**src/rtl/sparc_win_pkg.sv**
```systemverilog
// rtl/sparc_win_pkg.sv - shared op-codes, FSM encodings and sizing helpers for the window controller
package sparc_win_pkg;

  localparam logic [1:0] OP_SAVE    = 2'd0;
  localparam logic [1:0] OP_RESTORE = 2'd1;
  localparam logic [1:0] OP_TRAP    = 2'd2;
  localparam logic [1:0] OP_RETT    = 2'd3;

  localparam logic [1:0] ST_IDLE = 2'd0;
  localparam logic [1:0] ST_EVAL = 2'd1;
  localparam logic [1:0] ST_DONE = 2'd2;

  // CWP width: clog2 of the window count, never narrower than one bit
  function automatic int cwpWidth(input int n);
    return (n <= 2) ? 1 : $clog2(n);
  endfunction

  // Mask selecting the implemented WIM bits
  function automatic logic [31:0] wimMask(input int n);
    return (n >= 32) ? 32'hFFFF_FFFF : ((32'd1 << n) - 32'd1);
  endfunction

endpackage

```
**src/rtl/window_mod.sv**
```systemverilog
// rtl/window_mod.sv - modulo-NWINDOWS increment/decrement of a window pointer
module window_mod
  import sparc_win_pkg::*;
#(
  parameter int  NWINDOWS = 8,
  localparam int CWP_W    = cwpWidth(NWINDOWS)
) (
  input  logic [CWP_W-1:0] value,
  input  logic             dir,     // 1 = increment, 0 = decrement
  output logic [CWP_W-1:0] result
);

  localparam logic [CWP_W-1:0] LAST = CWP_W'(NWINDOWS - 1);

  // Explicit wrap compares keep non-power-of-2 window counts correct
  always_comb begin
    result = value;
    if (dir) result = (value == LAST)   ? '0   : value + CWP_W'(1);
    else     result = (value == '0)     ? LAST : value - CWP_W'(1);
  end

endmodule

```
**src/rtl/window_ctrl.sv**
```systemverilog
// rtl/window_ctrl.sv - register-window pointer and invalid-mask controller with trap counters
module window_ctrl
  import sparc_win_pkg::*;
#(
  parameter int          NWINDOWS = 8,
  parameter logic [31:0] WIM_RST  = 32'h0000_0002,
  localparam int         CWP_W    = cwpWidth(NWINDOWS)
) (
  input  logic             Clk,
  input  logic             Clr,
  input  logic             op_valid,
  input  logic [1:0]       op_code,
  output logic             op_ready,
  output logic             done,
  output logic             overflow,
  output logic             underflow,
  input  logic             wim_we,
  input  logic [31:0]      wim_din,
  input  logic             cwp_we,
  input  logic [CWP_W-1:0] cwp_din,
  output logic [CWP_W-1:0] cwp_out,
  output logic [31:0]      wim_out,
  output logic [15:0]      ovf_cnt,
  output logic [15:0]      unf_cnt
);

  localparam logic [31:0]    WIM_MASK = wimMask(NWINDOWS);
  localparam logic [CWP_W:0] NW_EXT   = (CWP_W + 1)'(NWINDOWS);

  logic [1:0]       state;
  logic [1:0]       opReg;
  logic [CWP_W-1:0] cwpReg;
  logic [CWP_W-1:0] nxt;
  logic [CWP_W-1:0] cwpLoad;
  logic [31:0]      wimReg;
  logic             ovfReg;
  logic             unfReg;
  logic [15:0]      ovfCnt;
  logic [15:0]      unfCnt;
  logic             isDec;
  logic             hit;
  logic             trapOvf;
  logic             trapUnf;

  assign isDec   = (opReg == OP_SAVE) || (opReg == OP_TRAP);
  assign hit     = wimReg[nxt];
  assign trapOvf = (opReg == OP_SAVE) && hit;
  assign trapUnf = ((opReg == OP_RESTORE) || (opReg == OP_RETT)) && hit;
  // cwp_din is below 2*NWINDOWS, so one conditional subtract is a full modulo
  assign cwpLoad = ({1'b0, cwp_din} >= NW_EXT) ? cwp_din - NW_EXT[CWP_W-1:0] : cwp_din;

  window_mod #(.NWINDOWS(NWINDOWS)) uMod (
    .value  (cwpReg),
    .dir    (~isDec),
    .result (nxt)
  );

  // Operation sequencer: latch op-code on accept, evaluate, then report
  always_ff @(posedge Clk or negedge Clr) begin
    if (!Clr) begin
      state <= ST_IDLE;
      opReg <= OP_SAVE;
    end else begin
      case (state)
        ST_IDLE: if (op_valid) begin
          state <= ST_EVAL;
          opReg <= op_code;
        end
        ST_EVAL: state <= ST_DONE;
        default: state <= ST_IDLE;
      endcase
    end
  end

  // Trap flags are registered on the EVAL edge so they live only in DONE
  always_ff @(posedge Clk or negedge Clr) begin
    if (!Clr) begin
      ovfReg <= 1'b0;
      unfReg <= 1'b0;
    end else begin
      ovfReg <= (state == ST_EVAL) && trapOvf;
      unfReg <= (state == ST_EVAL) && trapUnf;
    end
  end

  // Window pointer: a direct write overrides an operation commit on the same edge
  always_ff @(posedge Clk or negedge Clr) begin
    if (!Clr)                                          cwpReg <= '0;
    else if (cwp_we)                                   cwpReg <= cwpLoad;
    else if ((state == ST_EVAL) && !(trapOvf || trapUnf)) cwpReg <= nxt;
  end

  // Invalid-window mask: unimplemented windows are forced to zero
  always_ff @(posedge Clk or negedge Clr) begin
    if (!Clr)        wimReg <= WIM_RST & WIM_MASK;
    else if (wim_we) wimReg <= wim_din & WIM_MASK;
  end

  // Saturating trap counters, bumped once per completion carrying a flag
  always_ff @(posedge Clk or negedge Clr) begin
    if (!Clr) begin
      ovfCnt <= '0;
      unfCnt <= '0;
    end else if (state == ST_DONE) begin
      if (ovfReg && (ovfCnt != 16'hFFFF)) ovfCnt <= ovfCnt + 16'd1;
      if (unfReg && (unfCnt != 16'hFFFF)) unfCnt <= unfCnt + 16'd1;
    end
  end

  assign op_ready  = (state == ST_IDLE);
  assign done      = (state == ST_DONE);
  assign overflow  = ovfReg;
  assign underflow = unfReg;
  assign cwp_out   = cwpReg;
  assign wim_out   = wimReg;
  assign ovf_cnt   = ovfCnt;
  assign unf_cnt   = unfCnt;

endmodule

```
**config.mk**
```make
export PLATFORM = sky130hd
export DESIGN_NAME = window_ctrl
export DESIGN_NICKNAME = d
export VERILOG_FILES = /design/src/rtl/sparc_win_pkg.sv /design/src/rtl/window_mod.sv /design/src/rtl/window_ctrl.sv
export SDC_FILE = /design/constraint.sdc
export NUM_CORES = 1
export LEC_CHECK = 0
export CORE_ASPECT_RATIO = 0.8
export CORE_MARGIN = 3
export CORE_UTILIZATION = 30
export CTS_BUF_LIST = sky130_fd_sc_hd__clkbuf_16
export DETAILED_ROUTE_END_ITERATION = 6
export DONT_BUFFER_PORTS = 1
export PLACE_DENSITY_LB_ADDON = 0.15
export SLEW_MARGIN = 20
export SYNTH_ARGS = -nofsm -noshare
export SYNTH_HDL_FRONTEND = slang
export SYNTH_SLANG_ARGS = --single-unit
```
**constraint.sdc**
```tcl
create_clock -name Clk -period 4 [get_ports Clk]
set_input_delay 1 -clock Clk [delete_from_list [all_inputs] [get_ports Clk]]
set_output_delay 1 -clock Clk [all_outputs]
set_load 0.01 [all_outputs]
```
==> summary.txt <==
Floorplan
  • Die Y-Extent: 89.7 µm
  • Rows: 29
  • Die area: 9930 µm²
  • Die Wd: 111 µm
  • I/O Pins: between 100 and 150
  • Core region area: 8240 µm²
  • Starting Density: 0.319

Route
  • DR vias: 1677
  • Drt drc: 0
  • Detailed Routing Iterations Pass 1: 4
  • Initial drt markers: 65
  • Final wirelength: 5450 µm
  • Wire per inst: ~15 µm
  • Avg Vias per Cell: 4.68
  • Post-route ant nets: 0

Setup path
  • Worst Path Required: between 4 and 5 ns
  • Slowest cell delay on critical path: 0.52 ns
  • WS Path Type: flop to flop
  • Worst Path Buf+Inv: 1
  • Crit path cell chain: inv_1 > ha_1 > nor3b_2 > nor2_1 > a221o_1 > nand4b_1 > and3_1 > a211o_1
  • Startpoint Class: flop
  • Crit path max fanout: 8
  • Delay-heaviest family, CP: simple AND/OR/NAND/NOR gates
  • WP data arrival: 2.63 ns
  • Critical Path End Type: flop
  • Worst path slowest cell: dfrtp_1

Synthesis
  • Post-synth top area share: 0.457
  • Register area share after synthesis: 0.467
  • Post-synth top area cell: dfrtp_1
  • Synth unique cells: between 40 and 50
  • Ys async rst share: 1.00
  • Synth warnings: 0
  • Synth cell count leaders: 48 x dfrtp_1, 25 x buf_4, 22 x xnor2_1
  • Mapped Area: 2630 µm²
  • Most common cell in the netlist: dfrtp_1
  • Mapped Cells: 246
  • Synthesis-stage register bit count: ~50
  • Post-synth EDFFs: 0
  • Avg Cell Area, Syn: 10.7 µm²
  • Synth area leaders: dfrtp_1 46%, xnor2_1 7.3%, buf_4 7.1%
  • Primary FF master, synth: dfrtp_1

STA
  • Total Negative Setup Slacks: 0 ns
  • Rel. slew slack: 0.663
  • Max-slew violations: 0
  • Final setup violating endpoints: 0
  • Peak Freq: 408 MHz
  • Final Skew: 0.00481 ns
  • Worst Tran Pin Value: 0.502 ns
  • Hold WS: 0.401 ns
  • Min Tclk post-route: between 2 and 2.5 ns
  • Unrepaired setup endpoints after global routing: false
  • Hold Vio Cnt, Final: 0
  • Period utilization: 0.613

Clock tree
  • CTS Hold Buffers Added: 0
  • Worst-path clk slew: 0.07 ns
  • Clock Root Buffer: clkbuf_16
  • CTS H-tree lvls: 2
  • CTS tree: yes
  • Clock Path Buffers: 2
  • Total CTS buffers: 5
  • Setup Buffers After CTS: 0
  • Clock sink count: 49
  • Clock Latency Late Sink: 0.29 ns
  • Post_cts resized: 0

Finish
  • Layout Nets: between 200 and 300
  • Reg area: between 1000 and 1500 µm²
  • Number of diodes: 0
  • Fraction of layout cells with a size suffix above 1: 0.104
  • Multi-input logic area: 1260 µm²
  • Layout area overhead: 6.90%
  • Non-Filler Instances: 358
  • Layout fillers: 826

Place
  • Placed Cells: between 300 and 400
  • DP HPWL: 4000 µm
  • Final GP Congestion: 0.720
  • Port Buffers: 0

Flow run
  • Max-Cap Viols: 0

GRT
  • First-pass GRT wire length: between 9000 and 10000 µm
  • Overall Global Routing Usage: 0.110
  • Initial antenna violation count: 0
  • Pin count of the biggest net entering global routing: 50
  • Vias in the first global route: roughly 1700
  • Total grt overflow: 0

Pwr
  • Leak: 0.00128 µW
  • Pwr Density: 521 nW/µm²
  • Worst VDD drop: 0.226 mV

Status
  • Status: completed

Worst hold path
  • Hold WC Path Type: input pin to async pin
cell usage in the layout, fill, tap and decap left out, types with 5 or more instances in the layout:
master and instances:
xnor2_1 22, a31oi_1 5, inv_1 9, nand2b_1 7, clkbuf_16 5, nand2_1 20
nand3_1 13, a21oi_1 5, nor3_1 5, nor2_1 15, xor2_1 10, dfrtp_1 48
ha_1 6, conb_1 24, mux2_2 11
per-stage QoR:
stage	total power (µW)	utilization	worst slack (ns)	cell area [µm²]
floorplan	932	-	1.94	2720
global placement	994	0.322	1.55	2650
detailed placement	993	0.322	1.58	2650
CTS	1480	0.341	1.56	2810
global route	1550	0.341	1.38	2810
finish	1460	0.341	1.55	2810
logic make-up (layout without fill, tap and decap cells):
family | count (synthesis) | in the layout | share of synthesized area
fa+ha+maj | 6 | 6 | 0.0285
other cells | 1 | 24 | 0.00143
buf+inv | 35 | 16 | 0.0885
mux | 11 | 11 | 0.0471
xor+xnor | 32 | 32 | 0.107
compound gates | 24 | 24 | 0.0752
flops | 49 | 49 | 0.467
simple gates | 88 | 88 | 0.186
worst paths after layout:
| check | from | to | slack, ns | cells after the start |
|---|---|---|---|---|
| hold / removal | Clr | ovf_cnt[10] | 0.40 | 0 |
| setup reg to reg | cwp_out[0] | cwp_out[0] | 1.55 | 8 |
| setup / recovery | cwp_out[0] | cwp_out[0] | 1.55 | 8 |
| max in group asynchronous | Clr | wim_out[1] | 3.41 | 0 |
| min in group Clk | opReg[1] | overflow | 0.47 | 1 |
| hold reg to reg | opReg[1] | overflow | 0.47 | 1 |
final cells by class:
cell class | instances | share of cell area
Multi-Input combinational cell | 185 | 0.447
Sequential cell | 49 | 0.437
Tap cell | 108 | 0.0481
Clock buffer | 5 | 0.0445
Clock inverter | 3 | 0.0134
Inverter | 8 | 0.0107
power by group:
group / switching [µW] / internal (µW) / leakage, µW / total [µW]
sequential: 86.9 / 540 / 0.000648 / 626
clock: 189 / 291 / 0.0000826 / 480
combinational: 196 / 162 / 0.000553 / 358
routing by layer:
| metal | GRT usage | wire length [µm] | vias to the layer above |
|---|---|---|---|
| met5 | 0 | 0 | - |
| met4 | 0.0215 | 28 | 0 |
| met3 | 0.0497 | 504 | 4 |
| met2 | 0.163 | 2330 | 71 |
| met1 | 0.149 | 2580 | 795 |
| li1 | - | - | 807 |
state kept, by name, indices dropped and copies added, names as in the netlist:
| signal | count |
|---|---|
| unf_cnt | 16 |
| ovf_cnt | 16 |
| underflow | 1 |
| overflow | 1 |
| wim_out | 8 |
| cwp_out | 3 |
| state | 2 |
| opReg | 2 |
Power figures use the tool's default switching activity.
